===== src/rtl/imem_loader.sv =====
// rtl/imem_loader.sv - instruction-memory program loader with length header and XOR checksum
//
// Accepts a byte stream (len_hi, len_lo, 4*N payload bytes MSB first, checksum),
// writes each assembled big-endian word to consecutive word-aligned addresses and
// releases the core from reset only after a load completes with a good checksum.
//
// Ports:
//   clk, reset        rising-edge clock, synchronous active-high reset
//   start             begin a load (honoured in IDLE/DONE/ERROR only)
//   in_data/in_valid  stream byte and its valid; in_ready is the accept side
//   imem_we/addr/wdata one-cycle registered write per assembled word
//   cpu_reset         low only in DONE
//   busy/done/error   load progress and outcome
//   words_written     words written by the current or last load

module imem_loader #(
    parameter int ADDR_WIDTH = 8
) (
    input  logic                  clk,
    input  logic                  reset,
    input  logic                  start,
    input  logic [7:0]            in_data,
    input  logic                  in_valid,
    output logic                  in_ready,
    output logic                  imem_we,
    output logic [31:0]           imem_addr,
    output logic [31:0]           imem_wdata,
    output logic                  cpu_reset,
    output logic                  busy,
    output logic                  done,
    output logic                  error,
    output logic [ADDR_WIDTH:0]   words_written
);

    typedef enum logic [2:0] {
        S_IDLE,
        S_LEN_HI,
        S_LEN_LO,
        S_DATA,
        S_CHECK,
        S_DONE,
        S_ERROR
    } state_t;

    // Largest legal word count; a header above this cannot fit in memory.
    localparam logic [16:0] CAPACITY = 17'(2 ** ADDR_WIDTH);

    state_t                 state_q;
    logic [7:0]             len_hi_q;
    logic [15:0]            len_q;
    logic [23:0]            shift_q;
    logic [7:0]             acc_q;
    logic [1:0]             byte_idx_q;
    logic [ADDR_WIDTH-1:0]  word_idx_q;
    logic [ADDR_WIDTH:0]    words_written_q;
    logic                   imem_we_q;
    logic [31:0]            imem_addr_q;
    logic [31:0]            imem_wdata_q;
    logic                   cpu_reset_q;
    logic                   done_q;
    logic                   error_q;

    logic                   xfer;
    logic [15:0]            len_d;
    logic [31:0]            word_d;
    logic                   last_word_d;

    assign busy     = (state_q == S_LEN_HI) || (state_q == S_LEN_LO) ||
                      (state_q == S_DATA)   || (state_q == S_CHECK);
    assign in_ready = busy;
    assign xfer     = in_valid && in_ready;

    assign len_d       = {len_hi_q, in_data};
    assign word_d      = {shift_q, in_data};
    // True when the word being completed is the N-th one of the header count.
    assign last_word_d = (17'(words_written_q) + 17'd1) == {1'b0, len_q};

    always_ff @(posedge clk) begin
        if (reset) begin
            state_q         <= S_IDLE;
            len_hi_q        <= '0;
            len_q           <= '0;
            shift_q         <= '0;
            acc_q           <= '0;
            byte_idx_q      <= '0;
            word_idx_q      <= '0;
            words_written_q <= '0;
            imem_we_q       <= 1'b0;
            imem_addr_q     <= '0;
            imem_wdata_q    <= '0;
            cpu_reset_q     <= 1'b1;
            done_q          <= 1'b0;
            error_q         <= 1'b0;
        end else begin
            // Write strobe is a single-cycle pulse unless re-armed below.
            imem_we_q <= 1'b0;

            case (state_q)
                S_IDLE, S_DONE, S_ERROR: begin
                    if (start) begin
                        state_q         <= S_LEN_HI;
                        done_q          <= 1'b0;
                        error_q         <= 1'b0;
                        acc_q           <= '0;
                        byte_idx_q      <= '0;
                        word_idx_q      <= '0;
                        words_written_q <= '0;
                        cpu_reset_q     <= 1'b1;
                    end
                end

                S_LEN_HI: begin
                    if (xfer) begin
                        len_hi_q <= in_data;
                        state_q  <= S_LEN_LO;
                    end
                end

                S_LEN_LO: begin
                    if (xfer) begin
                        len_q <= len_d;
                        if ({1'b0, len_d} > CAPACITY) begin
                            state_q <= S_ERROR;
                            error_q <= 1'b1;
                        end else if (len_d == 16'd0) begin
                            state_q <= S_CHECK;
                        end else begin
                            state_q <= S_DATA;
                        end
                    end
                end

                S_DATA: begin
                    if (xfer) begin
                        shift_q    <= word_d[23:0];
                        acc_q      <= acc_q ^ in_data;
                        byte_idx_q <= byte_idx_q + 2'd1;
                        if (byte_idx_q == 2'd3) begin
                            imem_we_q       <= 1'b1;
                            imem_addr_q     <= {{(30 - ADDR_WIDTH){1'b0}}, word_idx_q, 2'b00};
                            imem_wdata_q    <= word_d;
                            word_idx_q      <= word_idx_q + 1'b1;
                            words_written_q <= words_written_q + 1'b1;
                            if (last_word_d) begin
                                state_q <= S_CHECK;
                            end
                        end
                    end
                end

                S_CHECK: begin
                    if (xfer) begin
                        if (in_data == acc_q) begin
                            state_q     <= S_DONE;
                            done_q      <= 1'b1;
                            cpu_reset_q <= 1'b0;
                        end else begin
                            state_q <= S_ERROR;
                            error_q <= 1'b1;
                        end
                    end
                end

                default: begin
                    state_q <= S_IDLE;
                end
            endcase
        end
    end

    assign imem_we       = imem_we_q;
    assign imem_addr     = imem_addr_q;
    assign imem_wdata    = imem_wdata_q;
    assign cpu_reset     = cpu_reset_q;
    assign done          = done_q;
    assign error         = error_q;
    assign words_written = words_written_q;

endmodule


===== config.mk =====
export PLATFORM = sky130hd
export DESIGN_NAME = imem_loader
export DESIGN_NICKNAME = d
export VERILOG_FILES = /design/src/rtl/imem_loader.sv
export SDC_FILE = /design/constraint.sdc
export NUM_CORES = 1
export LEC_CHECK = 0
export BUFFER_PORTS_ARGS = -buffer_cell sky130_fd_sc_hd__buf_2
export CAP_MARGIN = 0
export CORE_MARGIN = 2
export CORE_UTILIZATION = 50
export CTS_CLUSTER_SIZE = 12
export DETAILED_ROUTE_END_ITERATION = 8
export PLACE_DENSITY_LB_ADDON = 0.12
export SETUP_SLACK_MARGIN = 0.02
export SYNTH_ARGS = -nofsm -noshare
export SYNTH_HDL_FRONTEND = slang
export SYNTH_SLANG_ARGS = --single-unit

===== constraint.sdc =====
create_clock -name clk -period 2.1 [get_ports clk]
set_clock_uncertainty 0.2 [all_clocks]
set_input_delay 0.315 -clock clk [delete_from_list [all_inputs] [get_ports clk]]
set_output_delay 0.315 -clock clk [all_outputs]
set_load 0.02 [all_outputs]

==> results.sh, run 1 <==
export IMPL_grt_pass1_vias=4505
export IMPL_cts_tree="yes"
export IMPL_r2r_end="state_q[2]"
export IMPL_overflow=0
export IMPL_die_y_um=108
export IMPL_clockPowerShare_pct=41.5
export IMPL_net_switching_power_mw=2.00
export IMPL_max_freq_mhz=454
export IMPL_slew_headroom_pct=64.9
export IMPL_vias=4784
export IMPL_portBuffers=66
export IMPL_dr_pass1_iters=7
export IMPL_dp_hpwl_mm=8.94
export IMPL_p_int_mw=4.77
export IMPL_track_usage_pct=23.5
export IMPL_crit_required_ps=2320
export IMPL_synth_edf_count=0
export IMPL_synthCells=683
export IMPL_min_from="start"
export IMPL_initial_core_util_pct=51.9
export IMPL_irDropWorstVdd_mv=0.604
export IMPL_worstSetupPathType="reg2reg"
export IMPL_status="finished with violations"
export IMPL_diodes=0
export IMPL_cts_buffer_depth=2
export IMPL_worstMarginPinSlew_ps=525
export IMPL_seqCellArea_mm2=0.00247
export IMPL_drc=0
export IMPL_async_flop_share_pct=0
export IMPL_cpMaxStageDelayCell="dfxtp_4"
export IMPL_startpoint_type="flip-flop"
export IMPL_die_area_mm2=0.0116
export IMPL_layout_commonest_cell="nand2_1"
export IMPL_gp_congestion=0.918
export IMPL_worstSetupStartpoint="words_written[1]"
export IMPL_cp_max_fo=6
export IMPL_min_period_ps=2200
export IMPL_cts_buffers=17
export IMPL_cts_root_buffer="clkbuf_8"
export IMPL_synth_ff_type="dfxtp_1"
export IMPL_clock_sinks=122
export IMPL_cp_slowest_stage_delay_ps=370
export IMPL_core_mm2=0.0104
export IMPL_multi_input_area_mm2=0.00268
export IMPL_die_w_um=108
export IMPL_crit_buf_inv=1
export IMPL_worstReg2RegStart="words_written[1]"
export IMPL_final_cell_mix="nand2_1, dfxtp_1, a21oi_1"
export IMPL_ys_warn_count=0
export IMPL_dpl_cell_area_mm2=0.00596
export IMPL_tns_ps=-261
export IMPL_clock_latency_ps=520
export IMPL_ant_nets=0
export IMPL_setup_viol=3
export IMPL_h_tree_depth=4
export IMPL_failed_checks="negative setup slack"
export IMPL_wl_per_cell_um=14.2
export IMPL_grt_max_degree=57
export IMPL_powerDensity_mw_per_mm2=1010
export IMPL_min_path_type="in2reg"
export IMPL_routed_wl_mm=13.1
export IMPL_antenna_found_initial=0
export IMPL_crit_chain="ha_4, and4_1, o21bai_1, a22oi_1, o2111ai_1, o31a_1, buf_4, o41ai_2"
export IMPL_rsz0062_at_grt="yes"
export IMPL_cp_end_kind="flip-flop"
export IMPL_ios=91
export IMPL_p_comb_share_pct=21.1
export IMPL_reg2reg_slack_ps=-100
export IMPL_fillers=914
export IMPL_r2r_cells=8
export IMPL_initialDrtViolationCount=254
export IMPL_cp_top_family="compound AO/OA/AOI/OAI gates"
export IMPL_hold_viol=0
export IMPL_crit_arrival_ps=2430
export IMPL_synth_seq_cells=122
export IMPL_cts_clk_slew_worst_paths_ps=60
export IMPL_via_per_inst=5.19
export IMPL_cp_depth=8
export IMPL_final_area_mm2=0.00671
export IMPL_cp_endpoint="state_q[2]"
export IMPL_avgSynthCellArea_um2=7.88
export IMPL_drive_above_1_share_pct=23.7
export IMPL_synth_cell_types=48
export IMPL_grt_pass1_wl_mm=21.7
export IMPL_syn2layout_area_growth_pct=24.6
export IMPL_syn_area_mm2=0.00538
export IMPL_period_share_pct=105
export IMPL_ys_seq_area_share_pct=45.4
export IMPL_layout_nets=788
export IMPL_report_final_slew_viol_count=0
export IMPL_switching_share_pct=29.6
export IMPL_seqPwrFrac_pct=37.5
export IMPL_p_leak_nw=2.61
export IMPL_row_count=37
export IMPL_maxCapViolations=0
export IMPL_setup_ws_ps=-104
-- flip-flops by register name, summed over array words and instances (netlist names) --
register and count:
acc_q 8, byte_idx_q 2, cpu_reset 1, done 1, error 1, imem_addr 8, imem_wdata 32, imem_we 1
len_hi_q 8, len_q 16, shift_q 24, state_q 3, word_idx_q 8, words_written 9
-- through the flow --
stage / power, mW / setup WS, ps / std cells / hold WS [ps] / utilization [%]
3_5_place_dp: 3.89 / -64.7 / 880 / 244 / 57.5
6_report: 6.77 / -104 / 922 / 25.1 / 64.7
3_3_place_gp: 3.86 / 18.7 / 880 / 234 / 57.5
2_1_floorplan: 3.45 / 26.9 / 706 / 232 / -
5_1_grt: 7.09 / -171 / 922 / 35.9 / 64.7
4_1_cts: 6.72 / -62.2 / 921 / 18.7 / 64.2
-- kinds of logic after synthesis --
kind of cell,after synthesis,synth area share [%]
AO/OA/AOI/OAI,155,15.7
XOR/XNOR,23,3.74
adder cells (fa/ha/maj),3,0.697
buffers and inverters,81,8.32
flip-flops,122,45.4
multiplexers,10,1.88
other,1,0.0697
AND/OR/NAND/NOR,288,24.2
-- worst min-delay path, delay by kind of cell --
| kind | cells | cell delay (ps) |
|---|---|---|
| AOI/OAI and AO/OA | 1 | 60 |
| buffers and inverters | 1 | 130 |
| and+or+nand+nor | 2 | 190 |
-- what timing repair did --
action                                  in CTS  in global routing
endpoints found under the setup margin       8                 21
pin swaps                                   11                  1
endpoints found under the hold margin       21                  0
hold buffers                                 2                  0
gates resized for setup                     15                 11
setup buffers                                7                  1
-- worst min path at each step --
stage | end | cells past startpoint
floorplan | imem_wdata[24] | 2
global placement | done | 2
detailed placement | imem_addr[2] | 2
CTS | imem_wdata[7] | 4
global route | imem_wdata[7] | 4
finish | done | 4
-- synth_stat cells (all sizes together) (3+ instances only) --
cell type	instances	area share [%]
xor2	8	1.3
and2	5	0.58
o31a	3	0.49
and3	4	0.46
nand4	5	0.58
nand2b	8	0.93
nor3	5	0.46
nand3	12	1.1
buf	50	6.2
dfxtp	122	45
or3	4	0.46
nand3b	3	0.42
a31oi	5	0.58
mux2i	9	1.7
o21ai	24	2.2
nand4b	3	0.49
nor4	7	1.4
xnor2	15	2.4
inv	8	0.56
nor2b	4	0.46
a21oi	107	9.9
nor3b	3	0.42
nor2	40	2.8
ha	3	0.70
or2	4	0.46
clkbuf	23	1.6
nand2	175	12
a21o	4	0.56
-- cell type report --
type | count | share of cell area (%)
flip-flops and latches | 122 | 36.8
inverters | 8 | 0.448
repair buffers | 121 | 11.7
well taps | 136 | 2.54
clock inverters | 13 | 2.11
multi-input cells | 503 | 40.0
clock buffers | 19 | 6.44
-- routing by layer --
layer	vias up	GRT usage [%]	routed length, um
met5	-	0	0
met4	0	8.42	175
met3	19	5.93	685
met2	153	35.4	6040
met1	2190	32.4	6180
li1	2422	-	-
-- power groups by stage --
stage	clock, mW	combinational [mW]	sequential (mW)
floorplan	0	0.912	2.54
global placement	0	1.28	2.57
detailed placement	0	1.31	2.58
CTS	2.85	1.35	2.53
global route	2.97	1.57	2.55
finish	2.81	1.42	2.54
No activity file was read; power rests on OpenSTA's default activity.
==> run 2, diff against run 1 <==
ABC_AREA = 1   (was unset)
TNS_END_PERCENT = 10   (was unset)
==> run 2 against run 1 <==
Compared with the run above: the run now ends clean; worst hold slack improved by 27 ps; power increased by 13%; first-iteration DRC count down 17%; final cell count is 1.2% higher; combinational power rose by 51%.
==> results.sh, run 2 <==
export IMPL_cp_end_kind="primary output"
export IMPL_fin_util_pct=62.7
export IMPL_synth_commonest_cells="nor2_1, dfxtp_1, nand2_1"
export IMPL_cp_top_family="flip-flops"
export IMPL_track_usage_pct=23.1
export IMPL_clock_sinks=122
export IMPL_worstMarginPinSlew_ps=540
export IMPL_via_per_inst=5.14
export IMPL_seqPwrFrac_pct=36.7
export IMPL_preCtsSetupSlack_ps=75.2
export IMPL_hold_viol=0
export IMPL_drc=0
export IMPL_h_tree_depth=4
export IMPL_syn2layout_area_growth_pct=22.3
export IMPL_multi_input_area_mm2=0.00243
export IMPL_period_share_pct=98.7
export IMPL_cp_max_fo=6
export IMPL_final_area_mm2=0.00641
export IMPL_layout_commonest_cell="nor2_1"
export IMPL_max_freq_mhz=483
export IMPL_yosys_area_top_type="dfxtp_1"
export IMPL_ys_top_cells_by_area="dfxtp_1, nor2_1, o21ai_0"
export IMPL_initialDrtViolationCount=212
export IMPL_synth_seq_cells=122
export IMPL_irDropWorstVdd_mv=0.630
export IMPL_vias=4800
export IMPL_fin_hold_ws_ps=51.8
export IMPL_crit_required_ps=1580
export IMPL_crit_chain="nor3_2, buf_4, nor2_1, inv_1, buf_2"
export IMPL_maxCapViolations=0
export IMPL_crit_arrival_ps=1560
export IMPL_dp_hpwl_mm=8.75
export IMPL_setup_viol=0
export IMPL_setup_ws_ps=27.9
export IMPL_die_area_mm2=0.0113
export IMPL_initial_core_util_pct=51.2
export IMPL_avgSynthCellArea_um2=7.47
export IMPL_tns_ps=0
export IMPL_dr_pass1_iters=5
export IMPL_clock_latency_ps=510
export IMPL_slew_headroom_pct=64.0
export IMPL_synth_edf_count=0
export IMPL_ios=91
export IMPL_grt_max_degree=64
export IMPL_diodes=0
export IMPL_largest_register_ffs=32
export IMPL_yosysMostFrequentCell="nor2_1"
export IMPL_total_power_mw=7.68
export IMPL_drive_above_1_share_pct=20.3
export IMPL_cts_tree="yes"
export IMPL_cp_slowest_stage_delay_ps=430
export IMPL_wl_per_cell_um=13.8
export IMPL_ant_nets=0
export IMPL_p_leak_nw=3.02
export IMPL_fillers=930
export IMPL_min_period_ps=2070
export IMPL_die_y_um=106
export IMPL_async_flop_share_pct=0
export IMPL_status="completed"
export IMPL_ys_warn_count=0
export IMPL_row_count=37
export IMPL_net_switching_power_mw=2.75
export IMPL_syn_area_mm2=0.00524
export IMPL_report_final_slew_viol_count=0
export IMPL_final_cell_mix="nor2_1, dfxtp_1, o21ai_0"
export IMPL_p_int_mw=4.93
export IMPL_worstSetupPathType="reg2out"
export IMPL_layout_nets=799
export IMPL_min_path_type="in2reg"
export IMPL_synth_ff_type="dfxtp_1"
export IMPL_dp_cells=889
export IMPL_cpMaxStageDelayCell="dfxtp_2"
export IMPL_antenna_found_initial=0
export IMPL_grt_pass1_wl_mm=20.7
export IMPL_switching_share_pct=35.8
export IMPL_ys_seq_area_share_pct=46.6
export IMPL_synth_cell_types=37
export IMPL_rsz0062_at_grt="yes"
export IMPL_cts_clk_slew_worst_paths_ps=60
export IMPL_grt_pass1_vias=4421
export IMPL_synthCells=702
export IMPL_fin_cells=933
export IMPL_p_comb_share_pct=28.0
export IMPL_core_mm2=0.0102
export IMPL_cts_buffers=17
export IMPL_portBuffers=66
export IMPL_startpoint_type="flip-flop"
export IMPL_cts_buffer_depth=2
export IMPL_synth_top_area_share_pct=46.6
export IMPL_gp_congestion=0.864
export IMPL_dpl_cell_area_mm2=0.00564
export IMPL_cts_root_buffer="clkbuf_8"
export IMPL_die_w_um=106
export IMPL_clockPowerShare_pct=35.4
export IMPL_powerDensity_mw_per_mm2=1200
export IMPL_seqCellArea_mm2=0.00245
export IMPL_routed_wl_mm=12.9
export IMPL_crit_buf_inv=3
export IMPL_overflow=0
[run 2: cells by family after synthesis]
group / count (synthesis) / synth area share [%]
AO/OA/AOI/OAI: 175 / 18.1
XOR/XNOR: 12 / 2.00
adder cells (fa/ha/maj): 3 / 0.716
buffers and inverters: 112 / 10.3
flip-flops: 122 / 46.6
other: 1 / 0.0715
AND/OR/NAND/NOR: 277 / 22.2
[run 2: worst reg2reg max path, delay by kind of cell, from the launching register on]
family                 cells  cell delay, ps
buffers and inverters      3             860
flip-flops                 1             430
AND/OR/NAND/NOR            3             340
AO/OA/AOI/OAI              1              60
[run 2: power groups by stage]
stage / Combinational [mW] / Clock [mW] / Sequential [mW]
after floorplan: 1.59 / 0 / 2.83
after global placement: 1.96 / 0 / 2.81
after detailed placement: 1.98 / 0 / 2.83
after CTS: 2.02 / 2.76 / 2.79
after global routing: 2.41 / 2.85 / 2.85
final: 2.15 / 2.72 / 2.81
[run 2: path summary, 6_finish.rpt]
kind                            startpoint  depth (start not counted)          to  slack [ps]
worst max-delay path            state_q[0]                          5    in_ready          30
worst min-delay path            in_data[2]                          4    len_q[2]          50
worst max register to register  state_q[0]                          7  shift_q[3]          90
worst min register to register   cpu_reset                          2   cpu_reset         260
[run 2: area by class of cell]
cell class                      instances  area share, %
Inverter                               56           3.36
Clock inverter                         14           2.19
Clock buffer                           18           6.52
Tap cell                              136           2.65
Timing Repair Buffer                   96           9.11
Multi-Input combinational cell        491           38.0
Sequential cell                       122           38.2
[run 2: per-layer routing]
metal  up-vias  global-route usage, %  share of wire (%)
met5         -                      0                  0
met4         0                   10.8                2.7
met3        25                   4.54                4.4
met2       131                   38.0                 47
met1      2228                   29.0                 46
li1       2416                      -                  -
[run 2: repair_timing]
item / in CTS / in global routing
resized for setup: 4 / 29
buffers inserted: 0 / 2
hold buffers: 10 / 0
setup endpoints to repair: 2 / 13
hold endpoints to repair: 20 / 0
pin swaps: 0 / 10
==> run 3, diff against run 2 <==
PLACE_DENSITY = 0.75   (was unset)
PLACE_DENSITY_LB_ADDON = unset   (was 0.12)
==> run 3 against run 2 <==
Compared with the run above: highest routed layer unchanged; largest power group unchanged; die area stayed put; fmax rose by 0.37%; global-route usage is 0.56 points lower; flip-flop and latch count stayed put; count of clock-buffer cells in the layout up 2; combinational power is 2% lower; critical endpoint unchanged; design area down 1.9%; first-iteration DRC count increased by 12%; via count rose by 0.63%; non-clock buffer count shrank 7.
==> results.sh, run 3 (synthesis results as in run 2) <==
export IMPL_clock_latency_ps=510
export IMPL_antenna_found_initial=0
export IMPL_crit_arrival_ps=1550
export IMPL_cts_buffers=17
export IMPL_ant_nets=0
export IMPL_report_final_slew_viol_count=0
export IMPL_layout_commonest_cell="nor2_1"
export IMPL_maxCapViolations=0
export IMPL_largest_register_ffs=32
export IMPL_min_period_ps=2060
export IMPL_vias=4830
export IMPL_cts_root_buffer="clkbuf_8"
export IMPL_gp_congestion=0.919
export IMPL_overflow=0
export IMPL_rsz0062_at_grt="yes"
export IMPL_max_freq_mhz=484
export IMPL_portBuffers=66
export IMPL_cts_buffer_depth=2
export IMPL_final_cell_mix="nor2_1, dfxtp_1, nand2_1"
export IMPL_wl_per_cell_um=13.7
export IMPL_startpoint_type="flip-flop"
export IMPL_drc=0
export IMPL_die_area_mm2=0.0113
export IMPL_dp_hpwl_mm=8.57
export IMPL_setup_viol=0
export IMPL_crit_required_ps=1580
export IMPL_cp_max_fo=6
export IMPL_routed_wl_mm=12.7
export IMPL_h_tree_depth=4
export IMPL_fin_hold_ws_ps=41.2
export IMPL_initialDrtViolationCount=237
export IMPL_diodes=0
export IMPL_p_leak_nw=3.00
export IMPL_dp_cells=887
export IMPL_row_count=37
export IMPL_ios=91
export IMPL_preCtsSetupSlack_ps=51.5
export IMPL_layout_nets=792
export IMPL_grt_pass1_vias=4586
export IMPL_powerDensity_mw_per_mm2=1220
export IMPL_via_per_inst=5.22
export IMPL_clock_sinks=122
export IMPL_total_power_mw=7.67
export IMPL_cts_clk_slew_worst_paths_ps=50
export IMPL_track_usage_pct=22.5
export IMPL_cp_end_kind="primary output"
export IMPL_worstSetupPathType="reg2out"
export IMPL_core_mm2=0.0102
export IMPL_initial_core_util_pct=51.2
export IMPL_die_w_um=106
export IMPL_die_y_um=106
export IMPL_irDropWorstVdd_mv=0.661
export IMPL_dr_pass1_iters=5
export IMPL_drive_above_1_share_pct=17.9
export IMPL_grt_max_degree=62
export IMPL_grt_pass1_wl_mm=20.5
export IMPL_setup_ws_ps=35.5
export IMPL_syn2layout_area_growth_pct=20.0
export IMPL_period_share_pct=98.3
export IMPL_min_path_type="in2reg"
export IMPL_fillers=883
export IMPL_tns_ps=0
export IMPL_cts_tree="yes"
export IMPL_hold_viol=0
export IMPL_status="completed"
export IMPL_fin_cells=925
## run 3: worst max-delay path: stages (launching register included)
cell and delay, ps:
dfxtp_1 450, nor3_1 80, buf_4 160, nor2_1 140
inv_1 60, buf_2 150
## run 3: worst paths after layout
path | startpoint | to | slack (ps) | cells after the start
max | state_q[0] | in_ready | 40 | 5
min | in_data[2] | len_q[2] | 40 | 3
max reg2reg | words_written[0] | state_q[2] | 110 | 14
min reg2reg | cpu_reset | cpu_reset | 250 | 2
## run 3: layout make-up
cell class,count,area [um2],share of cell area (%)
clock inverters,11,121,1.93
clock buffers,20,445,7.08
repair buffers,89,533,8.47
well taps,136,170,2.70
multi-input cells,491,2360,37.6
inverters,56,213,3.38
flip-flops and latches,122,2450,38.9
## run 3: what timing repair did
item	4_1_cts	5_1_grt
setup endpoints to repair	2	10
buffers inserted	0	0
gates resized for setup	3	8
endpoints found under the hold margin	20	0
cloned	0	0
hold buffers	7	0
## run 3: per-layer routing
layer / vias up / share of wire, % / track usage, %
li1: 2401 / - / -
met1: 2232 / 44 / 28.0
met2: 170 / 48 / 37.3
met3: 27 / 5.4 / 5.15
met4: 0 / 2.2 / 9.87
met5: - / 0 / 0
## run 3: stage by stage
stage                     utilization, %  instance area (um2)
final                               61.5                 6290
after global routing                61.5                 6290
after CTS                           61.3                 6280
after detailed placement            55.1                 5630
after global placement              55.1                 5630
after floorplan                        -                 5330
## run 3: where the power goes
group | internal (mW) | switching [mW]
logic | 0.722 | 1.39
clock network | 1.74 | 1.02
registers | 2.60 | 0.197
total | 5.06 | 2.61
